`src/rtl/cpu_clkgen_pkg.sv`:
```
// rtl/cpu_clkgen_pkg.sv - shared mode encodings, defaults and helpers for cpu_clkgen
//
// Purpose: constants shared by the clock generator top and its pulse sub-module.
//   mode_e         : turbo mode encodings (CPU period = base period >> mode)
//   DIVW_DEFAULT   : default master-clock divider width (16 clocks = 3.5 MHz from 56 MHz)
//   CONTENDED_PAGE : address bits 15:14 of the always-contended 16K page
//   clamp_mode()   : folds an out-of-range turbo request onto the fastest mode
package cpu_clkgen_pkg;

  typedef enum logic [1:0] {
    MODE_3M5 = 2'd0,
    MODE_7M  = 2'd1,
    MODE_14M = 2'd2
  } mode_e;

  localparam int         DIVW_DEFAULT   = 4;
  localparam logic [1:0] CONTENDED_PAGE = 2'b01;

  function automatic logic [1:0] clamp_mode(input logic [1:0] req, input int nmodes);
    if (int'(req) >= nmodes) begin
      return 2'(nmodes - 1);
    end
    return req;
  endfunction

endpackage

```
`src/rtl/cpu_clkgen_pulse.sv`:
```
// rtl/cpu_clkgen_pulse.sv - counter-bit compare giving a rising/falling enable pair
//
// Purpose: for divider tap k, flags the counter values that start each half
// of a 2^(k+1)-clock period. Purely combinational; the caller registers it.
// Ports:
//   cc_i : counter value the pulses are decoded from (DIVW bits)
//   k_i  : tap index, 0..DIVW-1
//   pe_o : cc[k-1:0]==0 and cc[k]==1 (rising-phase point)
//   ne_o : cc[k:0]==0 (falling-phase point)
module clk_pulse #(
  parameter int DIVW = 4,
  parameter int KW   = $clog2(DIVW)
) (
  input  logic [DIVW-1:0] cc_i,
  input  logic [KW-1:0]   k_i,
  output logic            pe_o,
  output logic            ne_o
);

  localparam logic [DIVW:0] ONE = (DIVW + 1)'(1);

  logic [DIVW:0] cc_x;
  logic [DIVW:0] lo_mask;  // bits strictly below k
  logic [DIVW:0] hi_mask;  // bits up to and including k

  always_comb begin
    cc_x    = {1'b0, cc_i};
    lo_mask = (ONE << k_i) - ONE;
    hi_mask = {lo_mask[DIVW-1:0], 1'b1};
    pe_o    = ((cc_x & lo_mask) == '0) && ((cc_x & hi_mask & ~lo_mask) != '0);
    ne_o    = ((cc_x & hi_mask) == '0);
  end

endmodule

```
`src/rtl/cpu_clkgen.sv`:
```
// rtl/cpu_clkgen.sv - master-clock divider producing peripheral and turbo CPU enables with contention
//
// Purpose: divides the 56 MHz master clock into 7 MHz and 3.5 MHz enable pairs
// and a CPU enable pair at 3.5/7/14 MHz, withholding CPU enables while the
// video logic contends for memory or I/O.
// Ports:
//   clock, reset   : master clock, synchronous active-high reset
//   power          : run enable; low freezes all state and silences enables
//   turbo          : requested mode, clamped to NMODES-1
//   mreq, iorq     : CPU strobes, active low
//   a0, ah         : CPU address bit 0 and bits 15:14
//   ramCn          : current paged bank is contended
//   vduCn          : video contention window active
//   pe7M0, ne7M0   : 7 MHz rising/falling enables
//   pe3M5, ne3M5   : 3.5 MHz rising/falling enables (never gated)
//   pc, nc         : CPU rising/falling enables, contention-gated
//   mode           : mode currently applied
//   stall          : a CPU enable is being withheld
module cpu_clkgen
  import cpu_clkgen_pkg::*;
#(
  parameter int DIVW          = DIVW_DEFAULT,
  parameter int NMODES        = 3,
  parameter int CONTEND_TURBO = 0
) (
  input  logic       clock,
  input  logic       reset,
  input  logic       power,
  input  logic [1:0] turbo,
  input  logic       mreq,
  input  logic       iorq,
  input  logic       a0,
  input  logic [1:0] ah,
  input  logic       ramCn,
  input  logic       vduCn,
  output logic       pe7M0,
  output logic       ne7M0,
  output logic       pe3M5,
  output logic       ne3M5,
  output logic       pc,
  output logic       nc,
  output logic [1:0] mode,
  output logic       stall
);

  localparam int KW = $clog2(DIVW);

  logic [DIVW-1:0] cc_q, cc_d;
  logic [1:0]      mode_q, mode_d;
  logic            cpuck_q, cpuck_d;
  logic            iolatch_q, iolatch_d;
  logic            stall_q, stall_d;
  logic            pe7_q, ne7_q, pe3_q, ne3_q, pc_q, nc_q;

  logic [1:0]      req_mode;
  logic            sample_mode;
  logic            mode_switch;
  logic [KW-1:0]   k_cpu;
  logic            raw_pe7, raw_ne7, raw_pe3, raw_ne3, raw_pcpu, raw_ncpu;
  logic            pe7_d, ne7_d, pe3_d, ne3_d, pc_d, nc_d;
  logic            io_fe, contend_active, contend, raw_cpu_edge;

  // Everything decodes from the count the register is about to take, so each
  // registered pulse is high during the cycle the counter sits on its value.
  assign cc_d = power ? cc_q + DIVW'(1) : cc_q;

  // Mode changes only as the count enters zero; every mode has a falling CPU
  // point there, so the new period starts cleanly on the same tick.
  assign req_mode    = clamp_mode(turbo, NMODES);
  assign sample_mode = power && (cc_d == '0);
  assign mode_d      = sample_mode ? req_mode : mode_q;
  assign mode_switch = sample_mode && (req_mode != mode_q);
  assign k_cpu       = KW'(DIVW - 1 - int'(mode_d));

  clk_pulse #(.DIVW(DIVW), .KW(KW)) u_pulse_7m (
    .cc_i (cc_d),
    .k_i  (KW'(DIVW - 2)),
    .pe_o (raw_pe7),
    .ne_o (raw_ne7)
  );

  clk_pulse #(.DIVW(DIVW), .KW(KW)) u_pulse_3m5 (
    .cc_i (cc_d),
    .k_i  (KW'(DIVW - 1)),
    .pe_o (raw_pe3),
    .ne_o (raw_ne3)
  );

  clk_pulse #(.DIVW(DIVW), .KW(KW)) u_pulse_cpu (
    .cc_i (cc_d),
    .k_i  (k_cpu),
    .pe_o (raw_pcpu),
    .ne_o (raw_ncpu)
  );

  // ULA-style contention: io_fe low means an I/O cycle to an even port.
  assign io_fe          = iorq | a0;
  assign contend_active = (mode_d == MODE_3M5) || (CONTEND_TURBO != 0);
  assign contend        = !contend_active ||
                          !(vduCn && cpuck_q && iolatch_q &&
                            ((ah == CONTENDED_PAGE) || ramCn || !io_fe));

  assign pe7_d        = power && raw_pe7;
  assign ne7_d        = power && raw_ne7;
  assign pe3_d        = power && raw_pe3;
  assign ne3_d        = power && raw_ne3;
  assign pc_d         = power && raw_pcpu && contend;
  assign nc_d         = power && raw_ncpu && contend;
  assign raw_cpu_edge = power && (raw_pcpu || raw_ncpu);

  // A withheld edge raises stall; it drops with the next delivered CPU edge,
  // or is discarded when the period is rebuilt by a mode switch.
  assign stall_d   = (raw_cpu_edge && !contend) ||
                     (stall_q && !(pc_d || nc_d) && !mode_switch);
  assign iolatch_d = pc_d  ? (mreq && io_fe)        : iolatch_q;
  assign cpuck_d   = ne7_d ? !(cpuck_q && contend)  : cpuck_q;

  always_ff @(posedge clock) begin
    if (reset) begin
      cc_q      <= '0;
      mode_q    <= MODE_3M5;
      cpuck_q   <= 1'b0;
      iolatch_q <= 1'b1;
      stall_q   <= 1'b0;
      pe7_q     <= 1'b0;
      ne7_q     <= 1'b0;
      pe3_q     <= 1'b0;
      ne3_q     <= 1'b0;
      pc_q      <= 1'b0;
      nc_q      <= 1'b0;
    end else begin
      cc_q      <= cc_d;
      mode_q    <= mode_d;
      cpuck_q   <= cpuck_d;
      iolatch_q <= iolatch_d;
      stall_q   <= stall_d;
      pe7_q     <= pe7_d;
      ne7_q     <= ne7_d;
      pe3_q     <= pe3_d;
      ne3_q     <= ne3_d;
      pc_q      <= pc_d;
      nc_q      <= nc_d;
    end
  end

  assign pe7M0 = pe7_q;
  assign ne7M0 = ne7_q;
  assign pe3M5 = pe3_q;
  assign ne3M5 = ne3_q;
  assign pc    = pc_q;
  assign nc    = nc_q;
  assign mode  = mode_q;
  assign stall = stall_q;

endmodule

```
`config.mk`:
```
export PLATFORM = sky130hd
export DESIGN_NAME = cpu_clkgen
export DESIGN_NICKNAME = d
export VERILOG_FILES = /design/src/rtl/cpu_clkgen_pkg.sv /design/src/rtl/cpu_clkgen_pulse.sv /design/src/rtl/cpu_clkgen.sv
export SDC_FILE = /design/constraint.sdc
export NUM_CORES = 1
export LEC_CHECK = 0
export CORE_MARGIN = 3
export CORE_UTILIZATION = 46
export CTS_BUF_LIST = sky130_fd_sc_hd__clkbuf_8
export DETAILED_ROUTE_END_ITERATION = 10
export PLACE_DENSITY = 0.76
export SLEW_MARGIN = 10
export SYNTH_ARGS = -nofsm -noshare
export SYNTH_HDL_FRONTEND = slang
export SYNTH_SLANG_ARGS = --single-unit
```
`constraint.sdc`:
```
create_clock -name clock -period 2.5 [get_ports clock]
set_input_delay 0.5 -clock clock [delete_from_list [all_inputs] [get_ports clock]]
set_output_delay 0.5 -clock clock [all_outputs]
set_load 0.005 [all_outputs]
```
==> results.cfg, run 1 <==
[status]
status = finished clean

[clock_network]
postCtsSetupBuffers = 0
clk_pin_slew_ns = 0.06
cts_root_buffer = clkbuf_8
clock_sinks = 15
ctsResizeCount = 0
postCtsHoldBufs = 0
cts_buffer_depth = 2
htree_levels = 1
cts_tree = built
insertion_delay_ns = 0.25
numCtsBuffers = 3

[die]
initial_core_util_pct = 51.27
pin_count = 21
coreArea_sq_um = 1577
dieArea_sq_um = 2296
die_h_microns = 47.92
rows = 14
die_x_microns = 47.92

[worst_hold_path]
worstHoldStart = cpuck_q
holdPathEnd = cpuck_q
holdPathStages = 1
hp-class = flip-flop to flip-flop

[route]
drt_iter0_drc = 21
routed_wirelength_microns = 1865
vias_per_cell = 5.722
drc = 0
vias = 761
ant_nets = 0
dr.pass1.iters = 4
wire_per_inst_microns = 14.02

[place]
place_congestion = 0.8842
dp_hpwl_microns = 1428
pre_cts_slack_ns = -0.1299
io_buffers = 20

[layout]
fill_cells = 127
diodes = 0
syn_to_final_growth_pct = 37.93
drive_above_1_share_pct = 19.66
nNetsFinal = 131

[global_route]
grt_pass1_vias = 684
grt-ovfl-total = 0
grt_pass1_wl_microns = 3008
grtUsageTotal_pct = 19.76
grt_max_degree = 16
antenna_found_initial = 0

[sta]
timing.fmax_ghz = 0.4096
min_period_ns = 2.441
layout_setup_ws_ns = 0.05877
fin_crit_sh_pct = 97.65
timing.hold.ws_ns = 0.4636
rsz0062_at_grt = no
tightest_slew_ns = 0.5493
finalSetupTns_ns = 0
setup_viol = 0
final_hold_viol_count = 0
slew-limit-headroom_pct = 63.26
clock_skew_ns = 0.0005661
drv_slew = 0

[setup_path]
cp.required_ns = 2.68
crit_type = primary input to flip-flop
crit_path_end_kind = flip-flop
r2r_slack_ns = 0.29
critical_path_arrival_ns = 2.62
start_kind = primary input
ff2ff_path_depth = 8
path_max_fanout = 5
timing.rr.start = cc_q[0]
r2r-end = iolatch_q

[pwr]
ir_drop_v = 0.0003037
power.density_nw_per_um2 = 502.6
power_w = 0.0005603
leakage_nw = 0.4642

[yosys]
synth_cells = 88
synth_area_sq_um = 808.3
synth_top_area_share_pct = 37.15
synthTopCellsByArea = dfxtp_1 37%, nor2_1 5.6%, xor2_2 4.0%
synth_nets = 101
synth_cell_types = 39
avgSynthCellArea_sq_um = 9.185
ys_warn_count = 0
synth_top_area_cell = dfxtp_1
synth_seq_area_share_pct = 37.15
synth_seq_cells = 15

[job]
maxCapViolations = 0
==> kinds of logic after synthesis <==
logic type               count (synthesis)  share of synthesized area, %
AO/OA/AOI/OAI                           21                         18.89
multiplexers                             2                         2.477
flip-flops                              15                         37.15
XOR/XNOR                                 7                         9.444
buffers and inverters                    7                         4.333
AND/OR/NAND/NOR                         35                         26.16
adder cells (fa/ha/maj)                  1                         1.548
==> metrics by stage <==
stage               cell area, sq um  utilization (%)  std cells
CTS                             1115            70.71        133
detailed placement              1069            67.78        129
global placement                1069            67.78        129
floorplan                      808.3                -         88
global route                    1115            70.71        133
finish                          1115            70.71        133
==> cell type report <==
cell class                 count  area (sq um)  area share (%)
multi-input combinational     66         473.0           42.42
sequential                    15         300.3           26.94
timing repair buffer          28         260.3           23.34
clock buffer                   3         41.29           3.704
tap                           16         20.02           1.796
inverter                       4         15.01           1.347
clock inverter                 1         5.005          0.4489
==> power breakdown <==
part | switching, W | internal [W]
sequential | 0.00000906 | 0.000248
clock | 0.0000837 | 0.000110
combinational | 0.0000510 | 0.0000577
total | 0.000144 | 0.000416
==> synthesized netlist by cell type (all sizes together) <==
| master | n |
|---|---|
| a211oi | 1 |
| a21boi | 1 |
| a21oi | 5 |
| a221oi | 1 |
| a311oi | 1 |
| a31o | 1 |
| a31oi | 2 |
| and2 | 1 |
| and3 | 5 |
| buf | 2 |
| clkbuf | 1 |
| dfxtp | 15 |
| ha | 1 |
| inv | 4 |
| mux2i | 2 |
| nand2 | 4 |
| nand3 | 1 |
| nand4 | 2 |
| nand4b | 1 |
| nor2 | 12 |
| nor2b | 3 |
| nor3 | 4 |
| o21ai | 4 |
| o21bai | 2 |
| o22a | 1 |
| o31ai | 1 |
| o41ai | 1 |
| or3 | 2 |
| xnor2 | 3 |
| xor2 | 4 |
==> routing by layer <==
| metal | vias up | part of all wire [%] | GRT usage [%] |
|---|---|---|---|
| met5 | - | 0 | 0 |
| met4 | 0 | 2.7 | 10.75 |
| met3 | 10 | 6.2 | 6.015 |
| met2 | 30 | 46 | 32.19 |
| met1 | 352 | 45 | 22.89 |
| li1 | 369 | - | - |
==> critical path, cell delays in order <==
cell and delay (ns):
clkdlybuf4s50_1 0.60, nand4_2 0.20, xor2_2 0.23, buf_4 0.17
a211oi_1 0.26, o21bai_1 0.13, a221oi_2 0.31, mux2i_1 0.22
==> worst max-delay path by stage <==
stage | slack (ns) | start | endpoint | cells after the start
2_1_floorplan | 0.52 | cc_q[0] | stall | 6
3_3_place_gp | -0.10 | power | iolatch_q | 7
3_5_place_dp | -0.13 | power | iolatch_q | 7
4_1_cts | 0.05 | power | iolatch_q | 8
5_1_grt | 0.0002 | power | iolatch_q | 8
6_report | 0.06 | power | iolatch_q | 8
==> cells in the final DEF, fill, tap and decap left out, drive strengths merged <==
cell           synthesis  final
xor2                   4      4
clkdlybuf4s50          0     20
nor2b                  3      3
clkinv                 0      1
nand3                  1      1
o41ai                  1      1
o21bai                 2      2
a211oi                 1      1
nand2                  4      4
dfxtp                 15     15
a311oi                 1      1
buf                    2      8
o22a                   1      1
nand4b                 1      1
a21boi                 1      1
and3                   5      5
clkbuf                 1      3
a31o                   1      1
and2                   1      1
nor3                   4      4
o21ai                  4      4
nor2                  12     12
mux2i                  2      2
o31ai                  1      1
a31oi                  2      2
or3                    2      2
a221oi                 1      1
ha                     1      1
a21oi                  5      5
nand4                  2      2
inv                    4      4
xnor2                  3      3
==> registers in the layout, summed over array words and instances (netlist names) <==
register	cells
nc	1
cc_q	4
iolatch_q	1
pc	1
pe7M0	1
mode	2
pe3M5	1
ne3M5	1
ne7M0	1
cpuck_q	1
stall	1
Note: power is estimated with default switching activity, not from simulation.
==> inputs of run 2 (changes only) <==
--- a/config.mk
+++ b/config.mk
@@ -5,11 +5,14 @@
 export SDC_FILE = /design/constraint.sdc
 export NUM_CORES = 1
 export LEC_CHECK = 0
+export CAP_MARGIN = 20
+export CELL_PAD_IN_SITES_DETAIL_PLACEMENT = 1
+export CELL_PAD_IN_SITES_GLOBAL_PLACEMENT = 1
 export CORE_MARGIN = 3
-export CORE_UTILIZATION = 46
+export CORE_UTILIZATION = 37
 export CTS_BUF_LIST = sky130_fd_sc_hd__clkbuf_8
 export DETAILED_ROUTE_END_ITERATION = 10
-export PLACE_DENSITY = 0.76
+export PLACE_DENSITY_LB_ADDON = 0.1
 export SLEW_MARGIN = 10
 export SYNTH_ARGS = -nofsm -noshare
 export SYNTH_HDL_FRONTEND = slang
==> run 2 against run 1 <==
Effect of this change:
- non-clock buffer count is 2 higher
- die area up 21%
- final area grew 3.1%
- power is essentially flat
- worst setup slack better by 0.069 ns
- sequential cell count did not move
- combinational power about the same
- clock power is essentially flat
- final cell count increased by 9.8%
- global-route usage shrank 1.4 points
- routed wire length increased by 26%
- via count rose by 3.9%
- highest routed layer unchanged
==> results.cfg, run 2 (synthesis gave the netlist of run 1 again) <==
[status]
status = finished clean

[sta]
final_hold_viol_count = 0
drv_slew = 0
setup_viol = 0
tightest_slew_ns = 0.5845
clock_skew_ns = 0.0009826
timing.hold.ws_ns = 0.4722
rsz0062_at_grt = no
fin_crit_sh_pct = 94.90
slew-limit-headroom_pct = 60.91
min_period_ns = 2.372
timing.fmax_ghz = 0.4215

[global_route]
grtUsageTotal_pct = 18.36
grt_pass1_vias = 816
grt-ovfl-total = 0
grt_max_degree = 16
grt_pass1_wl_microns = 3691
grt_use_met1_pct = 19.76
grt_util_met2_pct = 34.92
antenna_found_initial = 0
top_usage_layer = met2
met3_usage_pct = 2.564

[setup_path]
crit_path_end_kind = flip-flop
crit_type = primary input to flip-flop
start_kind = primary input
critical_path_arrival_ns = 2.48
critPathTopFamily = simple AND/OR/NAND/NOR gates
path_max_fanout = 5
critPathMaxStageDelay_ns = 0.59
cp_slowest_cell = clkdlybuf4s50_1
worstPathCellList = clkdlybuf4s50_1 -> nand2_2 -> or3_4 -> o41ai_2 -> or3_1 -> o22a_1 -> a21oi_2
cp.required_ns = 2.61
critical_path_buf_inv_count = 1

[clock_network]
htree_levels = 1
cts_root_buffer = clkbuf_8
cts_tree = built
postCtsSetupBuffers = 0
insertion_delay_ns = 0.24
cts_buffer_depth = 2
numCtsBuffers = 3
clock_sinks = 15
clk_pin_slew_ns = 0.06

[die]
coreArea_sq_um = 2022
die_h_microns = 52.74
rows = 16
pin_count = 21
die_x_microns = 52.74
dieArea_sq_um = 2782
initial_core_util_pct = 39.98

[layout]
stdcell_count = 146
final_common_cell = clkdlybuf4s50_1
drive_above_1_share_pct = 21.01
diodes = 0
layout_common_cells = 20 x clkdlybuf4s50_1, 15 x dfxtp_1, 12 x nor2_1
syn_to_final_growth_pct = 42.26
nNetsFinal = 133
largest_reg_flops = 4
top_register = cc_q
final_core_util_pct = 56.87
final-seq-area_sq_um = 300.3
fill_cells = 244
multi_input_area_sq_um = 480.5
fin_area_sq_um = 1150

[route]
drt_iter0_drc = 11
vias_per_cell = 5.418
vias = 791
routed_wirelength_microns = 2344
ant_nets = 0
dr.pass1.iters = 4
wire_per_inst_microns = 16.05
drc = 0

[pwr]
ir_drop_v = 0.0003017
leakage_nw = 0.4751
power.density_nw_per_um2 = 487.5

[place]
dp_hpwl_microns = 1675
place_area_sq_um = 1097
io_buffers = 20
place_congestion = 0.8075
placed_cells = 142

[worst_hold_path]
hp-class = flip-flop to flip-flop

[job]
maxCapViolations = 0
[run 2: cell count changes in the layout (fill, tap and decap cells not counted)]
cell | before | now
o41ai_1 | 1 | 0
inv_1 | 4 | 5
o41ai_2 | 0 | 1
buf_4 | 8 | 10
clkinv_2 | 1 | 0
[run 2: final cells by class]
class	count	area share (%)
inverter	4	1.306
timing repair buffer	30	23.94
tap	27	2.938
clock buffer	3	3.591
multi-input combinational	66	41.78
sequential	15	26.12
clock inverter	1	0.3264
[run 2: per-stage QoR]
| stage | TNS (ns) | setup WS (ns) | total power [W] |
|---|---|---|---|
| 2_1_floorplan | 0 | 0.5212 | 0.0003230 |
| 5_1_grt | 0 | 0.0001137 | 0.0005862 |
| 4_1_cts | 0 | 0.1248 | 0.0005641 |
| 3_5_place_dp | -0.1514 | -0.06549 | 0.0003703 |
| 6_report | 0 | 0.1275 | 0.0005606 |
| 3_3_place_gp | -0.08528 | -0.08528 | 0.0003679 |
[run 2: worst paths after layout]
check           from  endpoint  slack [ns]  cells after the start
max            power     stall        0.13                      7
max reg2reg  cc_q[0]     stall        0.31                      6
min          cpuck_q   cpuck_q        0.47                      1
min reg2reg  cpuck_q   cpuck_q        0.47                      1
[run 2: timing repair]
item / 4_1_cts / 5_1_grt
endpoints found under the setup margin: 1 / 0
resized for setup: 1 / 0
endpoints found under the hold margin: 0 / 0
hold buffers: 0 / 0
[run 2: routing by layer]
| metal | wire length [microns] | vias to the layer above | part of all wire, % |
|---|---|---|---|
| met5 | 0 | - | 0 |
| met4 | 60 | 0 | 2.6 |
| met3 | 113 | 9 | 4.8 |
| met2 | 1191 | 32 | 51 |
| met1 | 978 | 380 | 42 |
| li1 | - | 370 | - |
[run 2: power breakdown]
group	total (W)	switching, W	leakage [nW]	internal, W
clock	0.000192	0.0000832	0.0269	0.000109
sequential	0.000257	0.00000912	0.122	0.000248
combinational	0.000111	0.0000556	0.327	0.0000557
==> inputs of run 3 (changes only) <==
--- a/config.mk
+++ b/config.mk
@@ -7,12 +7,13 @@
 export LEC_CHECK = 0
 export CAP_MARGIN = 20
 export CELL_PAD_IN_SITES_DETAIL_PLACEMENT = 1
-export CELL_PAD_IN_SITES_GLOBAL_PLACEMENT = 1
+export CELL_PAD_IN_SITES_GLOBAL_PLACEMENT = 2
 export CORE_MARGIN = 3
-export CORE_UTILIZATION = 37
+export CORE_UTILIZATION = 29
 export CTS_BUF_LIST = sky130_fd_sc_hd__clkbuf_8
 export DETAILED_ROUTE_END_ITERATION = 10
 export PLACE_DENSITY_LB_ADDON = 0.1
+export SETUP_SLACK_MARGIN = 0.1
 export SLEW_MARGIN = 10
 export SYNTH_ARGS = -nofsm -noshare
 export SYNTH_HDL_FRONTEND = slang
==> run 3 against run 2 <==
Effect of this change:
- power is 2.2% higher
- clock skew about the same
- die area is 24% higher
- largest cell class unchanged
==> results.cfg, run 3 (synthesis gave the netlist of run 1 again) <==
[setup_path]
cp.required_ns = 2.62
path_max_fanout = 6
critical_path_arrival_ns = 2.33
crit_path_end_kind = flip-flop
start_kind = flip-flop
crit_type = flip-flop to flip-flop

[sta]
min_period_ns = 2.210
layout_setup_ws_ns = 0.2899
timing.hold.ws_ns = 0.4779
final_hold_viol_count = 0
finalSetupTns_ns = 0
tightest_slew_ns = 0.5675
timing.fmax_ghz = 0.4525
slew-limit-headroom_pct = 62.05
fin_crit_sh_pct = 88.41
rsz0062_at_grt = no
clock_skew_ns = 0.001135
drv_slew = 0
setup_viol = 0

[place]
place_area_sq_um = 1109
pre_cts_slack_ns = -0.1303
place_congestion = 0.8056
io_buffers = 20
dp_hpwl_microns = 1742

[route]
ant_nets = 0
routed_wirelength_microns = 2125
wire_per_inst_microns = 14.17
dr.pass1.iters = 4
drc = 0
drt_iter0_drc = 6
vias_per_cell = 5.000
vias = 750

[layout]
largest_reg_flops = 4
nNetsFinal = 134
drive_above_1_share_pct = 21.67
final_core_util_pct = 45.86
final-seq-area_sq_um = 300.3
final_common_cell = clkdlybuf4s50_1
top_register = cc_q
layout_common_cells = 19 x clkdlybuf4s50_1, 15 x dfxtp_1, 12 x nor2_1
fin_area_sq_um = 1177
diodes = 0
multi_input_area_sq_um = 493.0
fill_cells = 313
syn_to_final_growth_pct = 45.67

[pwr]
internal_power_w = 0.0004192
leakage_nw = 0.4867
clkPwrFrac_pct = 35.1
switching_share_pct = 26.81
power.density_nw_per_um2 = 486.5
ir_drop_v = 0.0003681
comb_power_share_pct = 19.8
p_seq_share_pct = 45.1
power.switching_w = 0.0001536

[die]
die_h_microns = 58.80
rows = 18
dieArea_sq_um = 3457
coreArea_sq_um = 2567
die_x_microns = 58.80
pin_count = 21
initial_core_util_pct = 31.48

[global_route]
grt_max_degree = 16
grt_pass1_wl_microns = 3629
grtUsageTotal_pct = 13.71
grt_pass1_vias = 815
grt-ovfl-total = 0
antenna_found_initial = 0

[clock_network]
postCtsHoldBufs = 0
clk_pin_slew_ns = 0.06
cts_tree = built
postCtsSetupBuffers = 0
htree_levels = 1
numCtsBuffers = 3
clock_sinks = 15
cts_buffer_depth = 2
cts_root_buffer = clkbuf_8
insertion_delay_ns = 0.25

[job]
maxCapViolations = 0

[status]
status = finished clean

[worst_hold_path]
hp-class = flip-flop to flip-flop
## run 3: final cells by class
| cell class | count | share of cell area (%) |
|---|---|---|
| Clock buffer | 3 | 3.507 |
| Clock inverter | 1 | 0.4251 |
| Inverter | 4 | 1.275 |
| Multi-Input combinational cell | 66 | 41.87 |
| Sequential cell | 15 | 25.50 |
| Tap cell | 30 | 3.188 |
| Timing Repair Buffer | 31 | 24.23 |
## run 3: final timing paths
kind / cells past startpoint / end / startpoint / slack [ns]
worst max-delay path: 6 / stall / cc_q[0] / 0.29
worst min register to register: 1 / cpuck_q / cpuck_q / 0.48
worst min-delay path: 1 / cpuck_q / cpuck_q / 0.48
worst max register to register: 6 / stall / cc_q[0] / 0.29
## run 3: power by group through the flow
stage               registers [W]  logic (W)  clock network [W]
floorplan                0.000260  0.0000628                  0
global placement         0.000262   0.000113                  0
detailed placement       0.000263   0.000114                  0
CTS                      0.000258   0.000115           0.000210
global route             0.000259   0.000125           0.000220
finish                   0.000258   0.000114           0.000201
## run 3: stage by stage
stage | cells | total power (W)
2_1_floorplan | 88 | 0.0003230
3_3_place_gp | 146 | 0.0003757
3_5_place_dp | 146 | 0.0003768
4_1_cts | 150 | 0.0005825
5_1_grt | 150 | 0.0006044
6_report | 150 | 0.0005728
## run 3: critical path, cell delays in order (launching register included)
cell     delay [ns]
dfxtp_1        0.46
ha_1           0.37
or3_4          0.44
o41ai_1        0.44
or3_1          0.18
o22a_1         0.15
a21oi_2        0.05
## run 3: per-layer routing
layer  vias to the layer above  GRT usage, %  part of all wire (%)
met5                         -             0                     0
met4                         0         1.942                     0
met3                         0         4.605                   4.3
met2                        12         21.77                    49
met1                       363         18.45                    47
li1                        375             -                     -
## run 3: what timing repair did
item                                   in CTS  in global routing
resized for setup                           0                  3
endpoints found under the hold margin       0                  0
setup endpoints to repair                   0                  5
